==> src/rtl/minmax_tracker_pkg.sv <==
// Shared state typedefs for the min/max tracker family of blocks.
package minmax_tracker_pkg;

   localparam int MM_STATE_W = 3;

   // One word enters in FIRST/WAIT; CMP_MIN and CMP_MAX reuse the single comparator.
   typedef enum logic [MM_STATE_W-1:0] {
      IDLE    = 3'd0,
      FIRST   = 3'd1,
      WAIT    = 3'd2,
      CMP_MIN = 3'd3,
      CMP_MAX = 3'd4,
      DONE    = 3'd5
   } mm_state_t;

endpackage

==> src/rtl/minmax_tracker_slt.sv <==
// Structural signed less-than: ripple borrow chain plus sign-bit override.
module slt #(
   parameter int N = 32
) (
   input  logic [N-1:0] a,
   input  logic [N-1:0] b,
   output logic         lt
);

   logic [N:0] borrow;

   // Borrow out of the unsigned a-b; valid as signed order when the signs agree.
   always_comb begin
      borrow[0] = 1'b0;
      for (int i = 0; i < N; i++) begin
         borrow[i+1] = (~a[i] & b[i]) | (~(a[i] ^ b[i]) & borrow[i]);
      end
   end

   assign lt = (a[N-1] ^ b[N-1]) ? a[N-1] : borrow[N];

endmodule

==> src/rtl/minmax_tracker.sv <==
// Sequential signed min/max over a counted word sequence using one shared comparator.
module minmax_tracker
   import minmax_tracker_pkg::*;
#(
   parameter int N     = 32,
   parameter int CNT_W = 8
) (
   input  logic             clk,
   input  logic             rst_n,
   input  logic             start,
   input  logic [CNT_W-1:0] len,
   input  logic             in_valid,
   input  logic [N-1:0]     in_data,
   output logic             in_ready,
   output logic             busy,
   output logic             out_valid,
   input  logic             out_ready,
   output logic [N-1:0]     out_min,
   output logic [N-1:0]     out_max
);

   localparam logic [CNT_W-1:0] CNT_ONE = 1;

   mm_state_t        state, state_next;
   logic [CNT_W-1:0] cnt, cnt_next, cnt_dec;
   logic [N-1:0]     cand, cand_next;
   logic [N-1:0]     run_min, min_next;
   logic [N-1:0]     run_max, max_next;
   logic [N-1:0]     cmp_a, cmp_b;
   logic             cmp_lt;
   logic             cnt_last;

   slt #(.N(N)) u_slt (
      .a  (cmp_a),
      .b  (cmp_b),
      .lt (cmp_lt)
   );

   assign cnt_dec  = cnt - CNT_ONE;
   assign cnt_last = ~|cnt_dec;
   assign out_min  = run_min;
   assign out_max  = run_max;

   always_ff @(posedge clk or negedge rst_n) begin
      if (!rst_n) begin
         state   <= IDLE;
         cnt     <= '0;
         cand    <= '0;
         run_min <= '0;
         run_max <= '0;
      end else begin
         state   <= state_next;
         cnt     <= cnt_next;
         cand    <= cand_next;
         run_min <= min_next;
         run_max <= max_next;
      end
   end

   // in_ready is only high in FIRST/WAIT, so in_valid alone marks a handshake there.
   always_comb begin
      state_next = state;
      cnt_next   = cnt;
      cand_next  = cand;
      min_next   = run_min;
      max_next   = run_max;
      in_ready   = 1'b0;
      busy       = 1'b1;
      out_valid  = 1'b0;
      cmp_a      = cand;
      cmp_b      = run_min;
      case (state)
         IDLE: begin
            busy = 1'b0;
            if (start && |len) begin
               state_next = FIRST;
               cnt_next   = len;
            end
         end
         FIRST: begin
            in_ready = 1'b1;
            if (in_valid) begin
               min_next   = in_data;
               max_next   = in_data;
               cnt_next   = cnt_dec;
               state_next = cnt_last ? DONE : WAIT;
            end
         end
         WAIT: begin
            in_ready = 1'b1;
            if (in_valid) begin
               cand_next  = in_data;
               state_next = CMP_MIN;
            end
         end
         CMP_MIN: begin
            if (cmp_lt) begin
               min_next = cand;
            end
            state_next = CMP_MAX;
         end
         CMP_MAX: begin
            cmp_a = run_max;
            cmp_b = cand;
            if (cmp_lt) begin
               max_next = cand;
            end
            cnt_next   = cnt_dec;
            state_next = cnt_last ? DONE : WAIT;
         end
         DONE: begin
            out_valid = 1'b1;
            if (out_ready) begin
               state_next = IDLE;
            end
         end
         default: begin
            state_next = IDLE;
         end
      endcase
   end

endmodule

==> config.mk <==
export PLATFORM = sky130hd
export DESIGN_NAME = minmax_tracker
export DESIGN_NICKNAME = d
export VERILOG_FILES = /design/src/rtl/minmax_tracker_pkg.sv /design/src/rtl/minmax_tracker_slt.sv /design/src/rtl/minmax_tracker.sv
export SDC_FILE = /design/constraint.sdc
export NUM_CORES = 1
export LEC_CHECK = 0
export ABC_AREA = 1
export CORE_ASPECT_RATIO = 1.5
export CORE_MARGIN = 2
export CORE_UTILIZATION = 30
export DETAILED_ROUTE_END_ITERATION = 8
export PLACE_DENSITY = 0.58
export SLEW_MARGIN = 20
export SYNTH_ARGS = -nofsm -noshare
export SYNTH_HDL_FRONTEND = slang
export SYNTH_SLANG_ARGS = --single-unit
==> constraint.sdc <==
create_clock -name clk -period 8.8 [get_ports clk]
set_clock_uncertainty 0.2 [all_clocks]
set_input_delay 1.76 -clock clk [delete_from_list [all_inputs] [get_ports clk]]
set_output_delay 1.76 -clock clk [all_outputs]
set_load 0.05 [all_outputs]
Word-level counts from Yosys, hierarchy flattened

Index checks and enable logic that the tools add are counted.

$add $sub $neg: 1
Multipliers: 0
Divide/modulo/power cells: 0
Magnitude comparators: 0
Equality and inequality tests: 11
Shift-type cells: 0
Multiplexer cells: 19
Bitwise operators: 188
Reductions and logical operators: 13

Operator list:

| operator                                             | number |
|---|---|
| 2-to-1 mux 32 bit                                    | 4 |
| one-hot mux 32 bit (2 select lines)                  | 2 |
| bitwise AND 1 bit                                    | 63 |
| NOT 1 bit                                            | 63 |
| bitwise OR 1 bit                                     | 31 |
| XOR 1 bit                                            | 31 |
| one-hot mux 8 bit (3 select lines)                   | 1 |
| one-hot mux 3 bit (6 select lines)                   | 1 |
| 2-to-1 mux 8 bit                                     | 2 |
| OR reduction 8 bit                                   | 2 |
| 2-to-1 mux 3 bit                                     | 5 |
| inequality test 2 bit (second input constant)        | 6 |
| AND reduction 3 bit                                  | 3 |
| subtractor 8 x 1 -> 8 bit (second input constant)    | 1 |
| equality test 3 x 2 -> 1 bit (second input constant) | 2 |
| equality test 3 bit (second input constant)          | 2 |
| 2-to-1 mux 1 bit                                     | 4 |
| AND reduction 4 bit                                  | 1 |
| nonzero test 2 bit                                   | 2 |
| equality test 3 x 1 -> 1 bit (second input constant) | 1 |
| logical NOT 3 bit                                    | 1 |
| nonzero test 3 bit                                   | 1 |
| AND reduction 2 bit                                  | 1 |
| OR reduction 2 bit                                   | 1 |
| logical AND 1 bit                                    | 1 |

Register bits: 107
Latch bits: 0
Memory bits (writable): 0
Memory bits (read-only): 0
Input port bits: 45
Output and inout bits: 67
Memories kept: 0

Depth between registers and ports, before layout

Gate-level depths: netlist of the first run.

Depth after elaboration: 69
Depth in mapped cells: 74
Depth with buffers taken out: 71

Modules after synthesis

From an unflattened synthesis of the first run, not the netlist that was laid out.

Cell total of the unflattened synthesis: 946
Area total of the unflattened synthesis: 6,688.9 um^2

By module, submodules not included:

| module         | times used | cells each | area an instance (um^2) | sequential area each (um^2) |
|---|---|---|---|---|
| minmax_tracker | 1          | 792        | 5,829.3                 | 2,677.6 |
| slt            | 1          | 154        | 859.6                   | 0.0 |

Worst setup path before layout of the first run

Ideal clock, no wire load.

Kind: reg2reg
Start point: register state[1]
End point: register run_min[10], in the netlist out_min[10]
Library setup time: 0.119 ns
Arrival: 4.720 ns
Data required time: 8.481 ns
Path slack: 3.761 ns
Stages on the path, launching flop included: 74
Path buffers: 3
Clock period less this slack: 5.039 ns
Cell sequence: dfrtp_1 nor2_2 nand2_4 inv_1 clkbuf_1 buf_1 nand2_1 nand2_1 ha_1 nand2_1 nand2_1 nand2_1 nand2_1 nand2_1 nand2_1 nand2_1 nand2_1 nand2_1 [... 38 more ...] nand2_1 nand2_1 nand2_1 nand2_1 nand2_1 nand2_1 nand2_1 nand2_1 nand2_1 nand2_1 nand2_1 nand2_1 nand2_1 nand2_1 nand2_2 buf_2 nand3_1 nand2_1

Longest elaborated chain between the ends: 69
Elaborated cells on any way between the ends: 199
Classes of those cells: eq/ne (5); mux (4); bitwise (188); reduce/logical (2)

Ends and longest elaborated chain:

| item                                                  | line                     | source |
|---|---|---|
| start: declaration                                    | minmax_tracker.sv:24     | `mm_state_t state, state_next;` |
| start signal: assignment                              | minmax_tracker.sv:52     | `state <= state_next;` |
| equality test 3 bit                                   | minmax_tracker.sv:72     | `case (state)` |
| 2-to-1 mux 32 bit                                     | minmax_tracker.sv:72     |  |
| XOR 1 bit / NOT 1 bit (equally long branches)         | minmax_tracker_slt.sv:16 | `borrow[i+1] = (~a[i] & b[i]) \| (~(a[i] ^ b[i]) & borrow[i]);` |
| NOT 1 bit / bitwise AND 1 bit (equally long branches) | minmax_tracker_slt.sv:16 |  |
| bitwise AND 1 bit                                     | minmax_tracker_slt.sv:16 |  |
| bitwise OR 1 bit                                      | minmax_tracker_slt.sv:16 |  |
| bitwise AND 1 bit                                     | minmax_tracker_slt.sv:16 |  |
| bitwise OR 1 bit                                      | minmax_tracker_slt.sv:16 |  |
| [... 53 more ...]                                     | n/a                      |  |
| bitwise OR 1 bit                                      | minmax_tracker_slt.sv:16 |  |
| bitwise AND 1 bit                                     | minmax_tracker_slt.sv:16 |  |
| bitwise OR 1 bit                                      | minmax_tracker_slt.sv:16 |  |
| bitwise AND 1 bit                                     | minmax_tracker_slt.sv:16 |  |
| bitwise OR 1 bit                                      | minmax_tracker_slt.sv:16 |  |
| 2-to-1 mux 1 bit                                      | minmax_tracker_slt.sv:20 | `assign lt = (a[N-1] ^ b[N-1]) ? a[N-1] : borrow[N];` |
| inequality test 2 bit (no line)                       | n/a                      |  |
| AND reduction 3 bit (no line)                         | n/a                      |  |
| end signal: assignment                                | minmax_tracker.sv:55     | `run_min <= min_next;` |
| end: declaration                                      | minmax_tracker.sv:27     | `logic [N-1:0] run_min, min_next;` |

Several ways; a longest one is shown, not always the timed one.
A chain may end at the register's enable or synchronous reset.

Worst setup path in the final report of the first run

Start point: register state[1]
End point: register run_min[4], in the netlist out_min[4]

Same word-level chain as after synthesis.

==> metrics.csv, run 1 <==
metric;value;unit
die-area;0.0229;mm2
first_pass_iters;6;
seq_area_frac_synth;0.412;
routed_wl;18600;um
grt_overflow;0;
rsz0062_at_grt;no;
grt_pass1_wl;30300;um
final_hold_viol_count;0;
synth_area;0.00650;mm2
holdBufCountCts;0;
synthDistinctLibCells;27;
r2r_cells;71;
cp-start-kind;flip-flop;
yosys_warnings;0;
grt_max_degree;66;
status;finished clean;
cts_inserted_buffers;9;
synth-edff-count;0;
cp-startpoint;state[1]$_DFFE_PN0P_;
wl_per_cell;14.9;um
slew_headroom;0.340;
crit_path_frequent_cell;nand2_1;
cts.repair.resized;0;
critical_path_class;flip-flop to flip-flop;
yosys-top-cells-area;dfrtp_1, nand2_1, o21ai_0;
antenna_found_initial;0;
hpwl;12500;um
clk_latency;0.35;ns
yosysMostFrequentCell;nand2_1;
period_share;0.745;
drive_gt1_frac;0.0318;
cts.htree.levels;3;
endpoint;out_min[4]$_DFFE_PN0P_;
route.detailed.drc;0;
path_max_fanout;64;
ff2ff_setup_slack;2.24;ns
reg2reg_from;state[1]$_DFFE_PN0P_;
vias_per_cell;4.71;
core-area;0.0215;mm2
cpMaxStageDelayCell;nand2_4;
rows;66;
cts.clk_slew.worst_paths;0.07;ns
cts_tree;yes;
postCtsSetupBuffers;0;
drv_slew;0;
end_kind;flip-flop;
cap_violations;0;
vias;5869;
cts_sinks;107;
hold_class;flip-flop to flip-flop;
final-setup-viol-count;0;
clockBufferDepth;2;
reg2reg_to;out_min[4]$_DFFE_PN0P_;
num-fill-cells;2265;
grt_use_total;0.169;
yosys-top-cells-count;nand2_1, o21ai_0, dfrtp_1, inv_1, nand3_1;
first_iter_violations;455;
max_freq;0.152;GHz
required;8.83;ns
stdcell_area;0.00804;mm2
antenna_cells;0;
synth.avg_cell_area;7.28;um2
syn-instance-count;893;
cts-root-buf;clkbuf_16;
nets;1049;
synth.ff_latch_count;107;
critical_path_arrival;6.59;ns
synth_top_cell_area_share;0.412;
synth_top_area_cell;dfrtp_1;
syn2layout_area_growth;23.7;%
grt_pass1_vias;5940;
gp_congestion;0.757;
fin_tns_setup;0;ns
ant_nets;0;
io_buffers;111;
ys.flop_type;dfrtp_1;
cpPeakStageDelay;0.64;ns
worst_pin_slew;0.988;ns
pin_count;112;
chipHeight;184;um
start_util;0.303;
syn_nets;971;
die_x;124;um
place_area;0.00777;mm2
async_flop_share;1.00;
period_needed;6.56;ns
[area by class of cell]
cell class	instances	area, um2	area share
multi-input cells	654	3300	0.411
repair buffers	114	1130	0.141
clock buffers	11	243	0.0302
well taps	272	340	0.0423
flip-flops and latches	107	2680	0.333
inverters	85	319	0.0397
clock inverters	4	26.3	0.00327
[per-layer routing]
metal	up-vias	part of all wire	wire length (um)	GRT usage
met3	29	0.032	597	0.0161
met4	0	0.031	584	0.0701
met5	-	0	0	0
li1	3003	-	-	-
met1	2720	0.42	7850	0.200
met2	117	0.51	9560	0.307
[worst max-delay path, delay by kind of cell, from the launching register on]
kind / cells / cell delay [ns]
fa+ha+maj: 1 / 0.27
buf+inv: 1 / 0.35
flops: 1 / 0.45
simple gates: 69 / 5.16
[state kept, by name, indices dropped and copies added (netlist names)]
name	cells
out_min	32
state	3
cand	32
cnt	8
out_max	32
[through the flow]
| stage | hold slack, ns | worst slack (ns) | utilization | instances |
|---|---|---|---|---|
| 2_1_floorplan | 0.296 | 3.76 | - | 893 |
| 3_3_place_gp | 0.295 | 2.24 | 0.362 | 1232 |
| 3_5_place_dp | 0.298 | 2.16 | 0.362 | 1232 |
| 4_1_cts | 0.317 | 2.12 | 0.374 | 1247 |
| 5_1_grt | 0.335 | 1.32 | 0.375 | 1247 |
| 6_report | 0.316 | 2.24 | 0.375 | 1247 |
[layout by cell type, fill, tap and decap left out, drive strengths merged]
cell / count
o211ai: 4
clkinvlp: 1
o21ai: 110
ha: 33
nor3: 5
a31oi: 2
mux2: 1
inv: 86
xor2: 5
nand3: 64
a21oi: 2
or4: 2
clkbuf: 11
xnor2: 1
mux2i: 31
nor2: 14
clkinv: 2
nand2: 374
buf: 4
dfrtp: 107
o22ai: 1
nand4: 3
nor4: 1
or2: 1
clkdlybuf4s50: 110
[kinds of logic after synthesis]
logic type	synth area share
AOI/OAI and AO/OA	0.0937
muxes	0.0495
buffers and inverters	0.0843
DFF	0.412
adders and majority gates	0.0635
xor gates and xnor gates	0.00808
and+or+nand+nor	0.289
[how the worst min path moves through the flow]
stage                              end  depth (start not counted)               startpoint  slack (ns)
2_1_floorplan     cand[10]$_DFFE_PN0P_                          2     cand[10]$_DFFE_PN0P_        0.30
3_3_place_gp    out_max[2]$_DFFE_PN0P_                          2   out_max[2]$_DFFE_PN0P_        0.29
3_5_place_dp    out_max[4]$_DFFE_PN0P_                          2   out_max[4]$_DFFE_PN0P_        0.30
4_1_cts         out_max[0]$_DFFE_PN0P_                          2   out_max[0]$_DFFE_PN0P_        0.32
5_1_grt         out_max[2]$_DFFE_PN0P_                          2   out_max[2]$_DFFE_PN0P_        0.34
6_report       out_min[20]$_DFFE_PN0P_                          2  out_min[20]$_DFFE_PN0P_        0.32
Power of run 1 is not shown: default switching activity piles up to over one toggle a cycle in this logic, so the estimate is an artifact.
==> inputs of run 2 (changes only) <==
Settings changed: PLACE_DENSITY 0.58 to 0.6.
Clock period 8.8 ns to 5.45 ns, I/O delays scaled along.
==> metrics.csv, run 2 (same netlist as run 1, synthesis figures left out) <==
metric;value;unit
status;finished clean;
die_x;124;um
cp-start-kind;flip-flop;
rsz0062_at_grt;yes;
vias_per_cell;4.87;
antenna_found_initial;0;
grt_overflow;0;
final-setup-viol-count;0;
wl_per_cell;15.9;um
syn2layout_area_growth;34.7;%
first_iter_violations;413;
cts-root-buf;clkbuf_16;
clockBufferDepth;2;
drive_gt1_frac;0.115;
cts.htree.levels;3;
nets;1078;
grt.busiest_layer;met2;
required;5.50;ns
first_pass_iters;5;
io_buffers;111;
layout.cells.non_filler;1277;
period_needed;4.99;ns
utilization;0.408;
grt_max_degree;65;
use_met3;0.0269;
slew_headroom;0.556;
start_util;0.303;
critical_path_arrival;5.03;ns
fin_tns_setup;0;ns
hold_class;flip-flop to flip-flop;
multi_input_area;0.00369;mm2
grtUsageMet1;0.213;
final_hold_viol_count;0;
holdBufCountCts;0;
layout_commonest_cell;nand2_1;
route.detailed.drc;0;
grt_use_total;0.174;
cpPeakStageDelay;0.44;ns
clk_latency;0.35;ns
layout_common_cells;nand2_1, o21ai_0, clkdlybuf4s50_1;
path_max_fanout;14;
cpMaxStageDelayCell;dfrtp_2;
die-area;0.0229;mm2
cts_inserted_buffers;9;
cap_violations;0;
final-seq-area;0.00268;mm2
ant_nets;0;
ff2ff_setup_slack;0.46;ns
cts_sinks;107;
gp_congestion;0.798;
critical_path_class;flip-flop to flip-flop;
vias;6225;
cp_top_family;simple AND/OR/NAND/NOR gates;
antenna_cells;0;
period_share;0.915;
drv_slew;0;
cts_tree;yes;
core-area;0.0215;mm2
cts.clk_slew.worst_paths;0.08;ns
routed_wl;20300;um
chipHeight;184;um
max_freq;0.201;GHz
place_inst;1244;
pin_count;112;
grt_use_met2;0.301;
num-fill-cells;2203;
crit_path_frequent_cell;nand2_1;
critical_path_buf_inv_count;3;
hpwl;13000;um
grt_pass1_vias;6110;
rows;66;
grt_pass1_wl;31200;um
worst_pin_slew;0.664;ns
end_kind;flip-flop;
## run 2: layout make-up
cell class / count / area share
Multi-Input combinational cell: 659 / 0.421
Sequential cell: 107 / 0.306
Timing Repair Buffer: 138 / 0.164
Tap cell: 272 / 0.0389
Inverter: 85 / 0.0373
Clock buffer: 12 / 0.0270
Clock inverter: 4 / 0.00586
## run 2: timing repair
item,4_1_cts,5_1_grt
resized for setup,0,91
setup endpoints to repair,0,64
buffers inserted,0,8
hold endpoints to repair,0,0
## run 2: worst register-to-register path, delay by kind of cell, from the launching register on
family / cells / cell delay, ns
flops: 1 / 0.44
simple gates: 60 / 3.28
buf+inv: 3 / 0.58
mux: 1 / 0.14
fa+ha+maj: 1 / 0.29
## run 2: final timing paths
check / cells past startpoint / end / from
min in group asynchronous: 1 / cand[26]$_DFFE_PN0P_ / rst_n
worst min register to register: 2 / out_max[18]$_DFFE_PN0P_ / out_max[18]$_DFFE_PN0P_
worst min-delay path: 2 / out_max[18]$_DFFE_PN0P_ / out_max[18]$_DFFE_PN0P_
worst max register to register: 65 / out_min[9]$_DFFE_PN0P_ / state[0]$_DFFE_PN0P_
worst max-delay path: 65 / out_min[9]$_DFFE_PN0P_ / state[0]$_DFFE_PN0P_
max in group asynchronous: 2 / cand[9]$_DFFE_PN0P_ / rst_n
## run 2: metal layers
| layer | routed length (um) | share of wire | vias up |
|---|---|---|---|
| met5 | 0 | 0 | - |
| met4 | 759 | 0.037 | 0 |
| met3 | 1070 | 0.053 | 47 |
| met2 | 10200 | 0.50 | 180 |
| met1 | 8260 | 0.41 | 2913 |
| li1 | - | - | 3085 |
## run 2: per-stage QoR
step / hold slack (ns) / setup WS [ns] / cell area (um2)
finish: 0.307 / 0.463 / 8760
detailed placement: 0.289 / 0.240 / 7860
global placement: 0.285 / 0.275 / 7860
floorplan: 0.296 / 0.411 / 6500
global route: 0.332 / -0.351 / 8760
CTS: 0.312 / 0.182 / 8150
Power of run 2 is left out for the same reason.
==> inputs of run 3 (changes only) <==
Settings changed: ABC_AREA 1 to default, CORE_MARGIN 2 to 1.5.
==> metrics.csv, run 3 <==
metric;value;unit
num-fill-cells;2134;
grt_pass1_wl;26600;um
worst_pin_slew;0.906;ns
hold_class;flip-flop to flip-flop;
wl_per_cell;16.9;um
die-area;0.0231;mm2
fin_tns_setup;0;ns
stdcell_area;0.00837;mm2
slew_headroom;0.396;
drv_slew;0;
cap_violations;0;
synth.avg_cell_area;10.7;um2
antenna_cells;0;
cts_tree;yes;
wl_met3;601;um
yosys-top-cells-count;nand2_1, dfrtp_1, mux2_2, mux2_4;
pin_count;112;
io_buffers;111;
rows;66;
required;5.48;ns
route.detailed.drc;0;
gp_congestion;0.790;
layout_common_cells;nand2_1, clkdlybuf4s50_1, dfrtp_1;
ant_nets;0;
met2_length;9150;um
vias_per_cell;4.98;
period_share;0.812;
place_area;0.00808;mm2
postCtsSetupBuffers;0;
holdBufCountCts;0;
synthDistinctLibCells;45;
cts.clk_slew.worst_paths;0.07;ns
grt_pass1_vias;4982;
synth_top_cell_area_share;0.402;
cts_sinks;107;
first_iter_violations;226;
max_freq;0.226;GHz
routed_wl;16800;um
antenna_found_initial;0;
layout_commonest_cell;nand2_1;
hpwl;12300;um
yosysMostFrequentCell;nand2_1;
clk_latency;0.34;ns
nets;797;
drive_gt1_frac;0.225;
final_hold_viol_count;0;
start_util;0.307;
syn-instance-count;620;
yosys_warnings;0;
cts.repair.resized;0;
met1Wirelength;6780;um
grt_max_degree;57;
first_pass_iters;4;
synth.ff_latch_count;107;
period_needed;4.43;ns
die_x;125;um
cts_inserted_buffers;9;
rsz0062_at_grt;no;
syn2layout_area_growth;25.7;%
path_max_fanout;46;
critical_path_class;flip-flop to flip-flop;
yosys-top-cells-area;dfrtp_1, mux2_4, mux2_2;
end_kind;flip-flop;
chipHeight;185;um
synth_area;0.00666;mm2
final-setup-viol-count;0;
cp-start-kind;flip-flop;
core-area;0.0217;mm2
async_flop_share;1.00;
seq_area_frac_synth;0.402;
syn_nets;698;
grt_use_total;0.146;
grt_overflow;0;
critical_path_arrival;4.46;ns
status;finished clean;
synth-edff-count;0;
synth_top_area_cell;dfrtp_1;
vias;4964;
top_layer_used;met4;
cts-root-buf;clkbuf_16;
ys.flop_type;dfrtp_1;
clockBufferDepth;2;
cts.htree.levels;3;
-- run 3: area by class of cell --
type,instances,area (um2),area share
multi-input combinational,475,3820,0.457
sequential,107,2680,0.320
clock buffer,14,254,0.0303
clock inverter,2,35.0,0.00418
tap,272,340,0.0407
timing repair buffer,121,1220,0.146
inverter,5,18.8,0.00224
-- run 3: cells by family (layout without fill, tap and decap cells) --
group,Yosys count,after routing,synth area share
muxes,162,162,0.302
and+or+nand+nor,214,214,0.130
xor gates and xnor gates,4,4,0.00526
buffers and inverters,38,142,0.0289
adders and majority gates,33,33,0.0620
AOI/OAI and AO/OA,62,62,0.0699
DFF,107,107,0.402
-- run 3: metrics by stage --
| step | std cells | util | hold slack (ns) | setup slack, ns |
|---|---|---|---|---|
| finish | 996 | 0.385 | 0.345 | 1.02 |
| global route | 996 | 0.385 | 0.361 | 0.662 |
| CTS | 996 | 0.385 | 0.343 | 0.964 |
| detailed placement | 980 | 0.372 | 0.322 | 0.973 |
| global placement | 978 | 0.371 | 0.320 | 0.767 |
| floorplan | 620 | - | 0.283 | 1.69 |
-- run 3: routing by layer --
metal	vias to the layer above	GRT usage
met1	2469	0.169
met2	95	0.276
met4	0	0.0469
met3	15	0.0216
met5	-	0
li1	2385	-
-- run 3: worst paths after layout --
path	start	to	slack, ns	cells past startpoint
worst min register to register	out_min[10]$_DFFE_PN0P_	out_min[10]$_DFFE_PN0P_	0.35	1
max in group asynchronous	rst_n	cand[31]$_DFFE_PN0P_	3.26	2
worst max-delay path	state[1]$_DFFE_PN0P_	out_min[2]$_DFFE_PN0P_	1.02	12
worst min-delay path	out_min[10]$_DFFE_PN0P_	out_min[10]$_DFFE_PN0P_	0.35	1
min in group asynchronous	rst_n	cnt[6]$_DFFE_PN0P_	0.61	1
worst max register to register	state[1]$_DFFE_PN0P_	out_min[2]$_DFFE_PN0P_	1.02	12
-- run 3: critical path: stages (launching register included) --
cell and delay (ns):
dfrtp_1 0.53, or3b_4 0.73, buf_12 0.28, mux2i_1 0.14, ha_1 0.21, a21o_1 0.15
a2111oi_0 0.60, o211ai_1 0.17, a21oi_2 0.28, o221ai_4 0.29, buf_8 0.25, buf_8 0.15
mux2_4 0.30
Power of run 3 is left out for the same reason.
